$ cat src/rtl/coeff_fetch_ctrl.sv
// Sequencer that reads DEPTH coefficient words in order and streams them with their index.
// Latency: word i valid from cycle 2+2i after start. Backpressure: holds the word and issues no read until it is accepted.
module coeff_fetch_ctrl #(
   parameter int ADDR_W = 2,
   parameter int DATA_W = 32,
   parameter int DEPTH  = 4
) (
   input  logic              clk,
   input  logic              rst,
   input  logic              start,
   output logic              mem_read_en,
   output logic [ADDR_W-1:0] mem_addr,
   input  logic [DATA_W-1:0] mem_data,
   output logic              out_valid,
   input  logic              out_ready,
   output logic [DATA_W-1:0] out_data,
   output logic [ADDR_W-1:0] out_index,
   output logic              busy,
   output logic              done
);

   localparam logic [1:0] IDLE = 2'd0;
   localparam logic [1:0] READ = 2'd1;
   localparam logic [1:0] HOLD = 2'd2;
   localparam logic [1:0] DONE = 2'd3;

   localparam logic [ADDR_W-1:0] LAST = ADDR_W'(DEPTH - 1);

   logic [1:0] state;
   logic [1:0] state_nxt;

   always_comb begin
      state_nxt = state;
      case (state)
         IDLE: if (start) state_nxt = READ;
         READ: state_nxt = HOLD;
         HOLD: if (out_ready) state_nxt = (mem_addr == LAST) ? DONE : READ;
         default: state_nxt = IDLE;
      endcase
   end

   // Status outputs are registered copies of the next-state decode, so nothing
   // downstream sees a combinational path from start or out_ready.
   always_ff @(posedge clk or posedge rst) begin
      if (rst) begin
         state       <= IDLE;
         mem_read_en <= 1'b0;
         mem_addr    <= '0;
         out_valid   <= 1'b0;
         out_data    <= '0;
         out_index   <= '0;
         busy        <= 1'b0;
         done        <= 1'b0;
      end else begin
         state       <= state_nxt;
         mem_read_en <= (state_nxt == READ);
         busy        <= (state_nxt != IDLE);
         done        <= (state_nxt == DONE);
         case (state)
            IDLE: begin
               if (start) mem_addr <= '0;
            end
            READ: begin
               // Only sample here: the memory floats its data bus outside reads.
               out_data  <= mem_data;
               out_index <= mem_addr;
               out_valid <= 1'b1;
            end
            HOLD: begin
               if (out_ready) begin
                  out_valid <= 1'b0;
                  if (mem_addr != LAST) mem_addr <= mem_addr + 1'b1;
               end
            end
            default: ;
         endcase
      end
   end

endmodule
$ cat config.mk
export PLATFORM = sky130hd
export DESIGN_NAME = coeff_fetch_ctrl
export DESIGN_NICKNAME = d
export VERILOG_FILES = /design/src/rtl/coeff_fetch_ctrl.sv
export SDC_FILE = /design/constraint.sdc
export NUM_CORES = 1
export LEC_CHECK = 0
export ABC_CLOCK_PERIOD_IN_PS = 2000
export CORE_ASPECT_RATIO = 0.8
export CORE_UTILIZATION = 41
export CTS_BUF_LIST = sky130_fd_sc_hd__clkbuf_8 sky130_fd_sc_hd__clkbuf_16
export CTS_CLUSTER_SIZE = 20
export DETAILED_ROUTE_END_ITERATION = 10
export PLACE_DENSITY = 0.78
export SLEW_MARGIN = 5
export SYNTH_ARGS = -nofsm -noshare
export SYNTH_HDL_FRONTEND = slang
export SYNTH_SLANG_ARGS = --single-unit
export TNS_END_PERCENT = 1
$ cat constraint.sdc
create_clock -name clk -period 2 [get_ports clk]
set_input_delay 0.4 -clock clk [delete_from_list [all_inputs] [get_ports clk]]
set_output_delay 0.4 -clock clk [all_outputs]
set_load 0.01 [all_outputs]
==> summary.md, run 1 <==
| Metric | Value |
|---|---|
| Fin area | 2640 µm² |
| Max frequency | around 590 MHz |
| Start point of the worst hold path | out_data[7] |
| Yosys top cell by area | dfrtp_1 |
| 1st-iter DRT viols | 51 |
| Tcrit/Tclk final | 0.8482 |
| Pwr dens | 1554 nW/µm² |
| Post-synth EDFFs | 0 |
| Reg area | 1051 µm² |
| Leakage power | 1.218 nW |
| Gr ovfl total | 0 |
| Peak supply drop | between 0.6 and 0.7 mV |
| Post-CTS sizing | 0 |
| Clock latency on the worst-skew pair | between 0.2 and 0.3 ns |
| Post-DP HPWL | approximately 2600 µm |
| CTS Sinks | 42 |
| Adder-cell area share of the yosys netlist | 0.006993 |
| Post-layout power | 4.101 mW |
| Die Wd | 75.86 µm |
| Buf/Inv on CP | 1 |
| Top FF cell, synth | dfrtp_1 |
| Cells along the critical path | clkdlybuf4s50_1 |
| Clock transition at path regs | approximately 0.070 ns |
| Synth async-reset ratio | 1.000 |
| Synthesized cell area | ~1800 µm² |
| CP Max Fanout | 6 |
| Port bufs | 75 |
| Largest family of logic cells by synthesized area | multiplexers |
| Vias | 1125 |
| CTS Root Buffer Type | clkbuf_8 |
| WP data required | about 1.6 ns |
| Mux contribution to synthesized area | 0.2965 |
| Share of the synthesized area in the top cell type | 0.5874 |
| Most common cell after layout, fill and taps aside | clkdlybuf4s50_1 |
| Setup ws final | 0.3036 ns |
| Hold Path Stages | 1 |
| Reg2Reg Setup Slack | roughly 0.35 ns |
| Syn_nets | 142 |
| Placement Cell Area | approximately 2600 µm² |
| Post-CTS setup buffer count | 0 |
| Distinct cell type count after synthesis | 22 |
| Worst Setup End Kind | output pin |
| RePlAce Congestion | a little over 0.7 |
| Worst r2r src | mem_addr[0] |
| Die H | 61.09 µm |
| H-tree depth | 2 |
| Internal Power | 2.887 mW |
| CP max-delay cell | clkdlybuf4s50_1 |
| IO Pins | 76 |
| Delay-heaviest family, CP | buffers and inverters |
| Synth Area in Simple Gates | 0.03497 |
| Hold slack | 0.5098 ns |
| Fin crit period | 1.696 ns |
| Layout Area Growth over Synthesis | 47.55% |
| Avg Inst Size Synth | 17.04 µm² |
| WP data arrival | around 1.3 ns |
| CTS Hold Bufs | 0 |
| Fin util | 0.6319 |
| # diodes | 0 |
| R2R Path End | mem_addr[1] |
| Final Hold Viols | 0 |
| Endpoints failing setup | 0 |
| Share of layout cells above drive strength 1 | 0.2446 |
| Post-synthesis xor/xnor area fraction | 0 |
| Worst hold endpoint | out_data[7] |
| Detailed Routing Iterations Pass 1 | 4 |
| Yosys reg bits | 42 |
| Pre-CTS setup slack | roughly 0.15 ns |
| CP Launch Type | register |
| Final Skew | 0.003318 ns |
| Max Cap Viol | 0 |
| DRC viols | 0 |
| Clock Path Buffers | 2 |
| Sequential share of power | 0.375 |
| GRT Total Usage | 0.1606 |
| Tightest Hold Check Type | reg -> reg |
| Total Routed Length | 3564 µm |
| Worst Max-Slew Pin Slew | ~0.5 ns |
| Synthesized instance count | 105 |
| First-pass GRT wire length | 5285 µm |
| Initial core utilization | 0.4283 |
| Worst path max stage delay | 0.57 ns |
| Max transition margin | 0.6603 |
| Final ANT Viol Nets | 0 |
| Synth area leaders | dfrtp_1 (59%), mux2_4 (23%), mux2_2 (5.0%), buf_12 (2.2%), buf_6 (1.3%) |
| Wire per inst | ~15 µm |
| CTS tree | built |
| Setup_tns | 0 ns |
| Number of global-route vias before repair | 1136 |
| YS warnings | 0 |
| Nets@finish | between 200 and 250 |
| Via density | 4.668 |
| Compound-Gate Fraction of Synth Area | 0.02378 |
| RSZ-0062 raised after global routing | false |
| Combinational fraction of design power | 0.508 |
| Die area | 4634 µm² |
| Pins Over Slew Limit | 0 |
| Initial antenna violation count | 0 |
| Largest net degree at the start of global routing | 43 |
| Core area | 4178 µm² |
| Net Switching | 1.215 mW |
| CTS Buf Count | 5 |
| Switch share | 0.2962 |
| Reg2reg path depth | 4 |
| Area of the multi-input gates | roughly 650 µm² |
| Part of the power in the clock network | 0.117 |
| Fillers | 317 |
| Crit path kind | reg -> out |
| Site Rows | 21 |
| Seq/Total Area, Yosys | 0.5874 |
| Finished Layout Cells | roughly 240 |
| Most frequent cells in the layout | clkdlybuf4s50_1 (75), dfrtp_1 (42), mux2_4 (28) |
| Dpl cells | roughly 230 |
| Outcome | finished, final reports clean |
==> worst reg2reg max path, cell delays in order (launching register included) <==
cell and delay (ns):
dfrtp_1 0.44, ha_1 0.24, and2b_1 0.27, mux2_2 0.36, a22o_1 0.22
==> power by group through the flow <==
stage	clock, mW	combinational (mW)	sequential, mW
6_report	0.480	2.08	1.54
5_1_grt	0.541	2.23	1.59
4_1_cts	0.500	2.11	1.54
3_5_place_dp	0	2.10	1.55
3_3_place_gp	0	2.05	1.52
2_1_floorplan	0	1.05	1.67
==> how the worst max path moves through the flow <==
stage | start | endpoint | slack (ns) | cells after the start
after global routing | mem_addr[1] | mem_addr[1] | 0.26 | 1
after floorplan | mem_addr[0] | mem_addr[1] | 0.45 | 4
after CTS | mem_addr[1] | mem_addr[1] | 0.29 | 1
after detailed placement | out_ready | mem_addr[1] | 0.15 | 4
final | mem_addr[0] | mem_addr[0] | 0.30 | 1
after global placement | out_ready | mem_addr[1] | 0.23 | 4
==> routing by layer <==
| layer | share of wire | GRT usage | wire (µm) |
|---|---|---|---|
| met1 | 0.41 | 0.1989 | 1477 |
| met3 | 0.081 | 0.05237 | 287 |
| met4 | 0.011 | 0.06349 | 39 |
| met2 | 0.49 | 0.2630 | 1760 |
| met5 | 0 | 0 | 0 |
==> registers in the layout (all words and copies together), names as in the netlist <==
signal and cells:
mem_read_en 1, state 2, out_data 32, out_index 2, busy 1, out_valid 1, mem_addr 2, done 1
==> synth_stat cells (2+ instances only) <==
library cell,n
mux2_4,28
inv_1,2
a22o_1,2
mux2_2,8
nor2b_1,2
nor2_1,3
mux2i_1,2
dfrtp_1,42
buf_12,2
buf_6,2
==> cell families (layout without fill, tap and decap cells) <==
logic type,count (synthesis),in the layout
AO/OA/AOI/OAI,6,6
adder cells (fa/ha/maj),1,1
multiplexers,38,38
AND/OR/NAND/NOR,10,10
flip-flops,42,42
buffers and inverters,8,87
==> area by class of cell <==
| class | count | area share |
|---|---|---|
| Clock buffer | 5 | 0.02607 |
| Clock inverter | 2 | 0.002844 |
| Inverter | 2 | 0.002844 |
| Tap cell | 57 | 0.02701 |
| Sequential cell | 42 | 0.3981 |
| Multi-Input combinational cell | 55 | 0.2455 |
| Timing Repair Buffer | 78 | 0.2976 |
Note: power is estimated with default switching activity, not from simulation.
==> run 2, diff against run 1 <==
--- a/config.mk
+++ b/config.mk
@@ -5,7 +5,7 @@
 export SDC_FILE = /design/constraint.sdc
 export NUM_CORES = 1
 export LEC_CHECK = 0
-export ABC_CLOCK_PERIOD_IN_PS = 2000
+export ABC_CLOCK_PERIOD_IN_PS = 1570
 export CORE_ASPECT_RATIO = 0.8
 export CORE_UTILIZATION = 41
 export CTS_BUF_LIST = sky130_fd_sc_hd__clkbuf_8 sky130_fd_sc_hd__clkbuf_16
==> constraint.sdc (replaced) <==
create_clock -name clk -period 1.57 [get_ports clk]
set_input_delay 0.314 -clock clk [delete_from_list [all_inputs] [get_ports clk]]
set_output_delay 0.314 -clock clk [all_outputs]
set_load 0.01 [all_outputs]
==> run 2 against run 1 <==
Against the previous run:
- global-route usage fell by 0.29 points
- design area rose by 3.6%
- combinational power up 33%
- register-to-register slack got worse by 0.27 ns
- die area unchanged
- total power grew 30%
- first-iteration DRC count stayed put
- via count decreased by 0.44%
- final cell count grew 2.9%
- critical path type unchanged
- critical endpoint is now out_valid
- highest routed layer is now met3
==> summary.md, run 2 (synthesized netlist as in run 1, its figures left out) <==
| Metric | Value |
|---|---|
| Outcome | finished, final reports clean |
| Pre-CTS setup slack | -0.1099 ns (-0.2637 ns) |
| First-pass GRT wire length | 5237 µm (-0.91%) |
| Reg2Reg Setup Slack | 0.08 ns (-0.27 ns) |
| Tightest Hold Check Type | in -> async |
| Fin util | 0.6550 (+0.02306) |
| Pwr dens | 1954 nW/µm² (+26%) |
| CP Max Fanout | 2 (-4) |
| Endpoints failing setup | 0 (unchanged) |
| Worst setup endpoint | out_valid |
| Share of layout cells above drive strength 1 | 0.2880 (+0.04339) |
| Max transition margin | 0.8535 (+0.1932) |
| GRT Total Usage | 0.1577 (-0.002917) |
| H-tree depth | 2 (unchanged) |
| Worst Setup End Kind | output pin |
| RePlAce Congestion | 0.7055 (-1.6%) |
| # diodes | 0 (unchanged) |
| Area of the multi-input gates | 651.9 µm² (+0.58%) |
| R2R Path End | mem_addr[1] |
| Detailed Routing Iterations Pass 1 | 4 (unchanged) |
| Pins Over Slew Limit | 0 (unchanged) |
| Max Cap Viol | 0 (unchanged) |
| Initial antenna violation count | 0 (unchanged) |
| Post-DP HPWL | 2503 µm (-3.7%) |
| Final ANT Viol Nets | 0 (unchanged) |
| Gr ovfl total | 0 (unchanged) |
| Buf/Inv on CP | 1 (unchanged) |
| Worst path max stage delay | 0.55 ns (-0.02 ns) |
| Crit path launch | out_valid |
| Reg area | 1051 µm² (unchanged) |
| Max frequency | 657.9 MHz |
| Internal Power | 3.789 mW (+31%) |
| Clock Path Buffers | 2 (unchanged) |
| Top reg by flops | out_data |
| Fin area | 2736 µm² (+3.6%) |
| Most common cell after layout, fill and taps aside | clkdlybuf4s50_1 |
| Final Skew | 0.005107 ns (+0.001789 ns) |
| Wire per inst | 14.04 µm (-5.1%) |
| CP max-delay cell | clkdlybuf4s50_1 |
| Clock latency on the worst-skew pair | 0.29 ns (about the same) |
| DRC viols | 0 (unchanged) |
| Dpl cells | 240 (+2.6%) |
| CTS tree | built |
| RSZ-0062 raised after global routing | false |
| Setup_tns | 0 ns (unchanged) |
| CTS Buf Count | 5 (unchanged) |
| Die Wd | 75.86 µm (unchanged) |
| Die H | 61.09 µm (unchanged) |
| Peak supply drop | 1.004 mV (+48%) |
| Net Switching | 1.559 mW (+28%) |
| Port bufs | 75 (unchanged) |
| Fillers | 301 (-5.0%) |
| Die area | 4634 µm² (unchanged) |
| Largest net degree at the start of global routing | 43 (unchanged) |
| Sequential share of power | 0.355 (-0.020) |
| Crit. path cell count | 1 (unchanged) |
| Final Hold Viols | 0 (unchanged) |
| Vias | 1120 (-0.44%) |
| WP data arrival | 1.21 ns (-0.09 ns) |
| CTS Root Buffer Type | clkbuf_8 |
| Cells along the critical path | clkdlybuf4s50_1 |
| Leakage power | 1.314 nW (+7.8%) |
| Total Routed Length | 3482 µm (-2.3%) |
| Finished Layout Cells | 248 (+2.9%) |
| Initial core utilization | 0.4283 (unchanged) |
| 1st-iter DRT viols | 51 (unchanged) |
| Part of the power in the clock network | 0.129 (+0.012) |
| Switch share | 0.2914 (-0.004712) |
| Combinational fraction of design power | 0.516 (+0.008) |
| Layout Area Growth over Synthesis | 52.94% |
| Site Rows | 21 (unchanged) |
| CTS Sinks | 42 (unchanged) |
| Via density | 4.516 (-3.3%) |
| Placement Cell Area | 2634 µm² (+2.7%) |
| Number of global-route vias before repair | 1074 (-5.5%) |
| Clock transition at path regs | 0.08 ns (about the same) |
| Delay-heaviest family, CP | buffers and inverters |
| Most frequent cells in the layout | clkdlybuf4s50_1 (69), dfrtp_1 (42), mux2_4 (28) |
| IO Pins | 76 (unchanged) |
| Fin crit period | 1.520 ns |
| CP Launch Type | register |
| Reg2reg path depth | 4 (unchanged) |
| Core area | 4178 µm² (unchanged) |
| Nets@finish | 227 (+2.7%) |
| Crit path kind | reg -> out |
| Worst r2r src | mem_addr[0] |
| Setup ws final | 0.05003 ns (-0.2536 ns) |
| WP data required | 1.26 ns (-0.34 ns) |
| Worst Max-Slew Pin Slew | 0.2197 ns (-0.2899 ns) |
| Tcrit/Tclk final | 0.9681 |
| Max FFs per register | 32 (unchanged) |
==> run 2: cell types whose count changed in the layout (fill, tap and decap cells not counted) <==
cell,delta
clkdlybuf4s50_1,-6
buf_4,+4
dlymetal6s2s_1,+4
buf_12,+2
dlygate4sd2_1,+2
and2b_1,-1
and2b_2,+1
clkbuf_8,+1
clkinv_2,+1
ha_1,-1
ha_2,+1
inv_1,-1
==> run 2: worst min-delay path by stage <==
stage                 startpoint           end  slack (ns)  depth (start not counted)
global route                 rst  out_data[23]        0.42                          3
CTS                          rst  out_data[19]        0.41                          3
detailed placement  out_data[28]  out_data[28]        0.50                          1
finish                       rst   out_data[4]        0.40                          3
global placement    out_data[18]  out_data[18]        0.49                          1
floorplan              out_ready     out_valid        0.41                          1
==> run 2: power by group through the flow <==
stage | registers, mW | logic [mW] | clock network [mW]
detailed placement | 1.91 | 2.81 | 0
global placement | 1.88 | 2.76 | 0
finish | 1.90 | 2.76 | 0.691
CTS | 1.90 | 2.81 | 0.702
global route | 1.96 | 2.97 | 0.769
floorplan | 2.12 | 1.33 | 0
==> run 2: timing repair <==
item / CTS / global route
gates resized for setup: 2 / 6
setup buffers: 0 / 0
hold buffers: 0 / 0
setup endpoints to repair: 2 / 5
==> run 2: routing by layer <==
metal / up-vias / global-route usage / part of all wire
met5: - / 0 / 0
met4: 0 / 0.03439 / 0
met3: 0 / 0.07365 / 0.081
met2: 51 / 0.2276 / 0.43
met1: 543 / 0.2181 / 0.48
li1: 526 / - / -
==> run 2: final cells by class <==
type,count,share of cell area
Clock inverter,2,0.003201
Inverter,2,0.002743
Multi-Input combinational cell,55,0.2382
Tap cell,57,0.02606
Clock buffer,6,0.03018
Sequential cell,42,0.3841
Timing Repair Buffer,84,0.3155
==> run 2: metrics by stage <==
| step | hold WS (ns) | total power [mW] |
|---|---|---|
| floorplan | 0.4088 | 3.454 |
| global placement | 0.4903 | 4.638 |
| detailed placement | 0.4950 | 4.716 |
| CTS | 0.4116 | 5.410 |
| global route | 0.4161 | 5.698 |
| finish | 0.3999 | 5.348 |
